<file path="config.mk">
export PLATFORM = sky130hd
export DESIGN_NAME = vga_console
export DESIGN_NICKNAME = d
export VERILOG_FILES = /design/src/rtl/vga_pkg.sv /design/src/rtl/vga_console_fill.sv /design/src/rtl/vga_console.sv
export SDC_FILE = /design/constraint.sdc
export NUM_CORES = 1
export LEC_CHECK = 0
export BUFFER_PORTS_ARGS = -buffer_cell sky130_fd_sc_hd__buf_4
export CAP_MARGIN = 30
export CORE_MARGIN = 2
export CORE_UTILIZATION = 35
export CTS_CLUSTER_DIAMETER = 50
export DETAILED_ROUTE_END_ITERATION = 10
export GPL_TIMING_DRIVEN = 0
export PLACE_DENSITY_LB_ADDON = 0.05
export SYNTH_ARGS = -nofsm -noshare
export SYNTH_HDL_FRONTEND = slang
export SYNTH_SLANG_ARGS = --single-unit
</file>
<file path="constraint.sdc">
create_clock -name clk -period 6.85 [get_ports clk]
set_clock_uncertainty 0.2 [all_clocks]
set_input_delay 0.3425 -clock clk [delete_from_list [all_inputs] [get_ports clk]]
set_output_delay 0.3425 -clock clk [all_outputs]
set_load 0.005 [all_outputs]
</file>
<file path="src/rtl/vga_pkg.sv">
// vga_pkg: console FSM states, control-code bytes and the printable-byte test
package vga_pkg;

    typedef enum logic [1:0] {IDLE, PUT, FILL_LINE, FILL_ALL} state_t;

    localparam logic [7:0] CH_BS = 8'h08;
    localparam logic [7:0] CH_LF = 8'h0A;
    localparam logic [7:0] CH_FF = 8'h0C;
    localparam logic [7:0] CH_CR = 8'h0D;
    localparam logic [7:0] CH_SP = 8'h20;

    function automatic logic is_print(input logic [7:0] c);
        return c >= 8'h20 && c <= 8'h7E;
    endfunction

endpackage

</file>
<file path="src/rtl/vga_console_fill.sv">
// vga_console_fill: space-fill address generator for one text row or the whole screen
module vga_console_fill #(
    parameter int cols       = 210,
    parameter int rows       = 131,
    parameter int addr_width = $clog2(cols*rows)
) (
    input  logic                    clk,
    input  logic                    reset,
    input  logic                    i_start,
    input  logic                    i_line,
    input  logic [$clog2(rows)-1:0] i_row,
    output logic [addr_width-1:0]   o_addr,
    output logic                    o_last
);
    // one extra bit so a full-screen count of exactly 2**addr_width still fits
    localparam int CW = addr_width + 1;

    logic [addr_width-1:0] r_addr;
    logic [CW-1:0]         r_left;

    always_ff @(posedge clk or posedge reset) begin
        if (reset) begin
            r_addr <= '0;
            r_left <= '0;
        end else if (i_start) begin
            r_addr <= i_line ? addr_width'(i_row) * addr_width'(cols) : '0;
            r_left <= i_line ? CW'(cols) : CW'(cols*rows);
        end else if (r_left != '0) begin
            r_addr <= r_addr + addr_width'(1);
            r_left <= r_left - CW'(1);
        end
    end

    assign o_addr = r_addr;
    assign o_last = r_left == CW'(1);

endmodule

</file>
<file path="src/rtl/vga_console.sv">
// vga_console: byte stream to text-buffer writer; VGA_CONSOLE_CLEAR_ON_RESET_EN clears the screen after reset
module vga_console
    import vga_pkg::*;
#(
    parameter int cols       = 210,
    parameter int rows       = 131,
    parameter int addr_width = $clog2(cols*rows)
) (
    input  logic                    clk,
    input  logic                    reset,
    input  logic                    char_valid,
    input  logic [7:0]              char_data,
    output logic                    char_ready,
    output logic [addr_width-1:0]   wr_addr,
    output logic [7:0]              wr_data,
    output logic                    wr_en,
    output logic [$clog2(cols)-1:0] cursor_x,
    output logic [$clog2(rows)-1:0] cursor_y,
    output logic                    busy
);
    localparam int XW = $clog2(cols);
    localparam int YW = $clog2(rows);

    state_t                r_state, w_next;
    logic                  w_acc, w_we, w_start, w_line, w_fill_last, w_x_last;
    logic [7:0]            w_wd;
    logic [addr_width-1:0] w_wa, w_cur, w_fill_addr;
    logic [XW-1:0]         w_x;
    logic [YW-1:0]         w_y, w_y_inc;
`ifdef VGA_CONSOLE_CLEAR_ON_RESET_EN
    logic                  r_boot;
`endif

    assign w_acc    = char_valid & char_ready;
    assign w_cur    = addr_width'(cursor_y) * addr_width'(cols) + addr_width'(cursor_x);
    assign w_x_last = cursor_x == XW'(cols-1);
    assign w_y_inc  = (cursor_y == YW'(rows-1)) ? '0 : cursor_y + YW'(1);
    assign busy     = (r_state == FILL_LINE) || (r_state == FILL_ALL);

    always_comb begin
        w_next  = r_state;
        w_x     = cursor_x;
        w_y     = cursor_y;
        w_we    = 1'b0;
        w_wd    = CH_SP;
        w_wa    = w_fill_addr;
        w_start = 1'b0;
        w_line  = 1'b0;
        case (r_state)
            IDLE: if (w_acc) begin
                w_next = PUT;
                if (is_print(char_data)) begin
                    w_we = 1'b1;
                    w_wd = char_data;
                    w_wa = w_cur;
                    w_x  = cursor_x + XW'(1);
                end
                // line wrap and LF both land on a fresh row that must be blanked
                if ((is_print(char_data) && w_x_last) || char_data == CH_LF) begin
                    w_x     = '0;
                    w_y     = w_y_inc;
                    w_next  = FILL_LINE;
                    w_start = 1'b1;
                    w_line  = 1'b1;
                end
                if (char_data == CH_CR)
                    w_x = '0;
                if (char_data == CH_BS && cursor_x != '0) begin
                    w_x  = cursor_x - XW'(1);
                    w_we = 1'b1;
                    w_wa = w_cur - addr_width'(1);
                end
                if (char_data == CH_FF) begin
                    w_x     = '0;
                    w_y     = '0;
                    w_next  = FILL_ALL;
                    w_start = 1'b1;
                end
            end
`ifdef VGA_CONSOLE_CLEAR_ON_RESET_EN
            else if (r_boot) begin
                w_next  = FILL_ALL;
                w_start = 1'b1;
            end
`endif
            PUT: w_next = IDLE;
            FILL_LINE, FILL_ALL: begin
                w_we   = 1'b1;
                w_next = w_fill_last ? IDLE : r_state;
            end
        endcase
    end

    always_ff @(posedge clk or posedge reset) begin
        if (reset) begin
            r_state    <= IDLE;
            cursor_x   <= '0;
            cursor_y   <= '0;
            wr_en      <= 1'b0;
            wr_addr    <= '0;
            wr_data    <= '0;
            char_ready <= 1'b0;
        end else begin
            r_state    <= w_next;
            cursor_x   <= w_x;
            cursor_y   <= w_y;
            wr_en      <= w_we;
            char_ready <= w_next == IDLE;
            if (w_we) begin
                wr_addr <= w_wa;
                wr_data <= w_wd;
            end
        end
    end

`ifdef VGA_CONSOLE_CLEAR_ON_RESET_EN
    always_ff @(posedge clk or posedge reset) begin
        if (reset)
            r_boot <= 1'b1;
        else
            r_boot <= 1'b0;
    end
`endif

    vga_console_fill #(
        .cols       (cols),
        .rows       (rows),
        .addr_width (addr_width)
    ) u_fill (
        .clk     (clk),
        .reset   (reset),
        .i_start (w_start),
        .i_line  (w_line),
        .i_row   (w_y),
        .o_addr  (w_fill_addr),
        .o_last  (w_fill_last)
    );

endmodule
</file>
# Word level (Yosys, flattened, before mapping)
# Cells that the tools add are included.
# classes
addsub	7
n_div	0
multipliers	2
bitwise	1
eq_ne	10
shift	0
reduce_logical	13
muxes	38
magnitude_cmp	2
# ops
operator	n
$mux 15	8
$mux 8	13
$eq 8x4->1 const B	4
$mux 16	2
$mul 8x7->14 const B	2
$add 8x1->8 const B	2
$eq 16x1->1 const B	1
$eq 8x8->1 const B	2
$reduce_bool 16->1	1
$sub 16x1->16 const B	1
$add 15x1->15 const B	1
$add 15x8->15	1
$sub 15x1->15 const B	1
$mux 1	9
$ge 8x6->1 const B	1
$le 8x7->1 const B	1
$mux 2	4
$reduce_bool 8->1	1
$sub 8x1->8 const B	1
$pmux 2 s3	1
$reduce_bool 5->1	1
$eq 2x2->1 const B	2
$logic_not 2->1	2
$logic_and 1x1->1	3
other kinds (7)	8
# word_totals
ram_bits	0
n_memories	0
wordCells	82
latchBits	0
mem_bits_ro	0
ff_bits	74
output_inout_bits	42

# Depth between registers and ports, before layout
# logic_depth
ltp_word	11
depth_mapped	24

# Cells and area by module
# A second synthesis with hierarchy kept.
# unflattened
cells_unflattened	739
area_unflattened_um2	6613.8
# modules_own_cells
module	n_inst	cells_each	area_per_inst_um2
vga_console	1	444	3902.5
vga_console_fill	1	295	2711.4

# Worst setup path after synthesis
# OpenSTA, ideal clock, no wires.
# synth_path
path_type	register to register
start	reg cursor_x[2]
end	reg u_fill.r_addr[11], in the netlist u_fill.o_addr[11]
arrival_time_ps	5037
stages_incl_launch_ff	24
setup_time_ps	119
required_time_ps	6531
setup_slack_ps	1494
cell_sequence	dfrtp_1 > clkbuf_1 > or3_1 > o31a_1 > o221ai_1 > clkbuf_1 > o21ai_0 > nand2_1 > o41ai_1 > ha_1 > inv_1 > fa_1 > inv_1 > ha_1 > fa_1 > ha_1 > o21ai_0 > a21oi_1 > o21ai_0 > nand2b_1 > xnor2_1 > o21ai_0 > a21oi_1 > nor2b_1
# synth_between
elab_chain_len	10
elab_cells_between_ends	17
cone_classes	mul: 1; eq/ne: 1; mux: 12; reduce/logical: 3
# synth_rtl
item	line	source
start, declared	vga_console.sv:17	output logic [$clog2(cols)-1:0] cursor_x,
start signal, assigned	vga_console.sv:105	cursor_x <= w_x;
$eq 8x8->1	vga_console.sv:36	assign w_x_last = cursor_x == XW'(cols-1);
$logic_and 1x1->1	vga_console.sv:59	if ((is_print(char_data) && w_x_last) || char_data == CH_LF) begin
$logic_or 1x1->1	vga_console.sv:59	
$mux 8	vga_console.sv:59	
$mux 8	vga_console.sv:73	if (char_data == CH_FF) begin
$mux 8	vga_console.sv:50	IDLE: if (w_acc) begin
$mux 8	vga_console.sv:49	case (r_state)
named net u_fill.i_row[2]	vga_console_fill.sv:11	input logic [$clog2(rows)-1:0] i_row,
$mul 8x7->14	vga_console_fill.sv:26	r_addr <= i_line ? addr_width'(i_row) * addr_width'(cols) : '0;
$mux 15	vga_console_fill.sv:26	
$mux 15	vga_console_fill.sv:25	end else if (i_start) begin
end signal, assigned	vga_console_fill.sv:26	
end signal, assigned	vga_console_fill.sv:29	r_addr <= r_addr + addr_width'(1);
end, declared	vga_console_fill.sv:18	logic [addr_width-1:0] r_addr;
# The timed path passes the listed nets, and every way through them passes these cells.
# A chain may end at the register's enable or synchronous reset.

# Final worst setup path
# Same ends and word-level chain as after synthesis.

==> impl_metrics.py <==
metrics = {
    "run_status": {
        "status": "finished, violations left",
        "violations": "design-rule violations",
    },
    "worst_setup_path": {
        "path_cells": "clkbuf_1, or3_1, o31a_1, o221ai_1, clkbuf_1, o21ai_0, nand2_1, o41ai_1, ha_1, inv_1, fa_1, inv_1, ha_1, fa_1, ha_1, o21ai_0, a21oi_1, o21ai_0, nand2b_1, xnor2_1, o21ai_0, a21oi_1, nor2b_1",
        "cp_max_fo": 10,
        "r2r-end": "u_fill.o_addr[11]$_DFFE_PP0P_",
        "r2r-start": "cursor_x[2]$_DFFE_PP0P_",
        "cp.depth": 23,
        "slowest_delay_ns": 0.50,
        "critical_path_class": "flip-flop to flip-flop",
        "worstRegToRegCells": 23,
        "crit_start": "cursor_x[2]$_DFFE_PP0P_",
        "path_buf_inv": 4,
        "start_kind": "flip-flop",
        "cp_slowest_cell": "fa_1",
        "cp-endpoint": "u_fill.o_addr[11]$_DFFE_PP0P_",
        "crit_family": "compound AO/OA/AOI/OAI gates",
        "worstPathArrival_ns": 6.34,
        "endpoint_kind": "flip-flop",
        "worstPathRequired_ns": 6.88,
        "crit_path_frequent_cell": "o21ai_0",
        "rrSetupSlack_ns": 0.55,
    },
    "global_routing": {
        "globalRouteOverflowTotal": 0,
        "grt_pass1_wl_um": 29900,
        "grt_util_all_layers": 0.194,
        "grt_pass1_vias": 5572,
        "grt_antenna_before_repair": 0,
        "grt_max_degree": 44,
    },
    "sta": {
        "setup_tns_ns": 0,
        "fmax_ghz": 0.159,
        "rsz0062_at_grt": "no",
        "min_period_ns": 6.30,
        "setup_viol": 0,
        "hold_violations": 0,
        "final_max_slew_viol_count": 0,
        "maxSlewHeadroom": 0.392,
        "period_share": 0.920,
        "timing_worst_slew_pin_value_ns": 0.904,
    },
    "cts": {
        "post_cts_buffers": 0,
        "clock_latency_ns": 0.34,
        "cts_htree_levels": 3,
        "cts_max_path_buffers": 2,
        "cts_sinks": 74,
        "clockRootBuffer": "clkbuf_16",
        "cts_tree": "done",
        "cts.clk_slew.worst_paths_ns": 0.07,
        "cts_buffers": 9,
    },
    "routing": {
        "viasPerCell": 5.46,
        "drc": 7,
        "avgRoutedWirePerCell_um": 17.9,
        "drt_pass1_iterations": 8,
        "wl_um": 18400,
        "ant_nets": 0,
        "drtIter0Drc": 295,
        "vias": 5605,
    },
    "yosys": {
        "synth_top_area_cell": "dfrtp_1",
        "synth_top_area_share": 0.286,
        "ys_async_sr_fraction": 1.00,
        "synthTopCellsByArea": "dfrtp_1, ha_1, xnor2_1",
        "syn_area_um2": 6480,
        "syn_nets": 842,
        "synth-edff-count": 0,
        "synth_seq_area_share": 0.286,
        "postSynthAreaPerCell_um2": 8.90,
        "ys_ff_latch": 74,
        "ys_warn_count": 0,
        "yosysMostFrequentCell": "ha_1",
        "synth_cell_types": 76,
        "synth_ff_type": "dfrtp_1",
        "synth_top_cells_by_count": "ha_1, dfrtp_1, nor2_1, nand2_1, inv_1",
        "synth_cells": 728,
    },
    "finish": {
        "drive_gt1_frac": 0.122,
        "final_cells": 1027,
        "fillers": 1844,
        "nNetsFinal": 907,
        "ff_latch_area_um2": 1850,
        "multi_input_area_um2": 4330,
        "num_antenna_cells": 0,
        "area_growth_pct": 15.9,
    },
    "place": {
        "place.port_buffers": 52,
        "place_hpwl_um": 14600,
        "dp_cells": 1010,
        "globalplace.congestion": 0.832,
    },
    "floorplanning": {
        "initial_core_util": 0.358,
        "fp.dieW_um": 140,
        "num_rows": 49,
        "die-area_um2": 19600,
        "core_region_area_um2": 18100,
        "io_pins": 53,
        "die_h_um": 140,
    },
    "power": {
        "p_leak_uw": 0.00352,
        "p_per_area_nw_per_um2": 238,
        "vdd_drop_max_uv": 156,
    },
    "hold_path": {
        "min_path_type": "input port to flip-flop",
    },
    "run": {
        "drv_cap": 0,
    },
}
[kinds of logic after synthesis]
logic type	Yosys count	synth area share
buffers and inverters	75	0.0463
AOI/OAI and AO/OA	169	0.168
muxes	5	0.00772
DFF	74	0.286
adders and majority gates	103	0.214
and+or+nand+nor	238	0.191
xor gates and xnor gates	64	0.0876
[through the flow]
| step | cell area (µm²) | power (µW) | hold WS, ns | util | setup WS, ns |
|---|---|---|---|---|---|
| 2_1_floorplan | 6480 | 1020 | 0.242 | - | 1.49 |
| 3_3_place_gp | 7160 | 1270 | 0.273 | 0.396 | 0.293 |
| 3_5_place_dp | 7190 | 1290 | 0.192 | 0.397 | 0.266 |
| 4_1_cts | 7510 | 1800 | 0.0235 | 0.415 | 0.307 |
| 5_1_grt | 7510 | 1900 | 0.0427 | 0.415 | 0.0271 |
| 6_report | 7510 | 1790 | 0.0325 | 0.415 | 0.547 |
[timing repair]
action                                  in CTS  in global routing
hold endpoints to repair                    31                  0
hold buffers                                 1                  0
resized for setup                            0                  2
endpoints found under the setup margin       0                  2
[power by group]
part / switching, µW / internal, µW / leakage, µW
Clock: 216 / 289 / 0.000145
Combinational: 302 / 273 / 0.00247
Sequential: 142 / 563 / 0.000905
[cell usage in the layout (no fill, tap or decap), types with 4 or more instances in the layout]
cell type,Yosys,final
clkbuf_1,16,16
and3_1,6,6
o211ai_1,4,4
clkbuf_16,0,9
or4_1,4,4
dfrtp_1,74,74
a31oi_1,5,5
fa_1,13,13
a21o_1,5,5
a22o_1,5,5
inv_1,54,53
o21ai_0,47,47
mux2i_1,5,5
nand2_1,55,55
nor2b_1,12,12
ha_1,90,90
o31a_1,5,5
nor4_1,8,8
o22ai_1,5,5
nand4_1,8,8
nand3_1,19,19
or2_2,5,5
o21a_1,5,5
or3_1,12,12
xnor2_1,43,43
o31ai_1,10,10
nand2b_1,7,7
buf_4,0,52
nor3_1,22,22
a21oi_1,44,44
xor2_1,20,20
nor2_1,56,54
[per-layer routing]
metal	GRT usage	vias up	share of wire
met1	0.277	2757	0.50
met4	0.0516	0	0.014
li1	-	2750	-
met3	0.0277	15	0.033
met5	0	-	0
met2	0.308	83	0.45
[layout make-up]
cell class | count | share of cell area
buffer | 21 | 0.0130
clock buffer | 9 | 0.0300
clock inverter | 7 | 0.0110
inverter | 54 | 0.0273
multi-input combinational | 579 | 0.577
sequential | 74 | 0.247
tap | 229 | 0.0381
timing repair buffer | 54 | 0.0570
[how the worst min path moves through the flow]
stage | cells past startpoint | from | slack (ns) | end
2_1_floorplan | 1 | char_data[7] | 0.24 | wr_data[6]$_DFFE_PP0P_
6_report | 2 | char_data[7] | 0.03 | wr_data[6]$_DFFE_PP0P_
5_1_grt | 2 | char_data[7] | 0.04 | wr_data[6]$_DFFE_PP0P_
3_5_place_dp | 2 | reset | 0.19 | char_ready$_DFF_PP0_
3_3_place_gp | 2 | wr_addr[0]$_DFFE_PP0P_ | 0.27 | wr_addr[0]$_DFFE_PP0P_
4_1_cts | 2 | char_data[3] | 0.02 | wr_data[3]$_DFFE_PP0P_
[state kept, by name, summed over array words and instances, names as in the netlist]
name / cells
wr_addr: 15
char_ready: 1
wr_en: 1
u_fill.r_left: 16
r_state: 2
wr_data: 8
cursor_y: 8
cursor_x: 8
u_fill.o_addr: 15
Note: power is estimated with default switching activity, not from simulation.
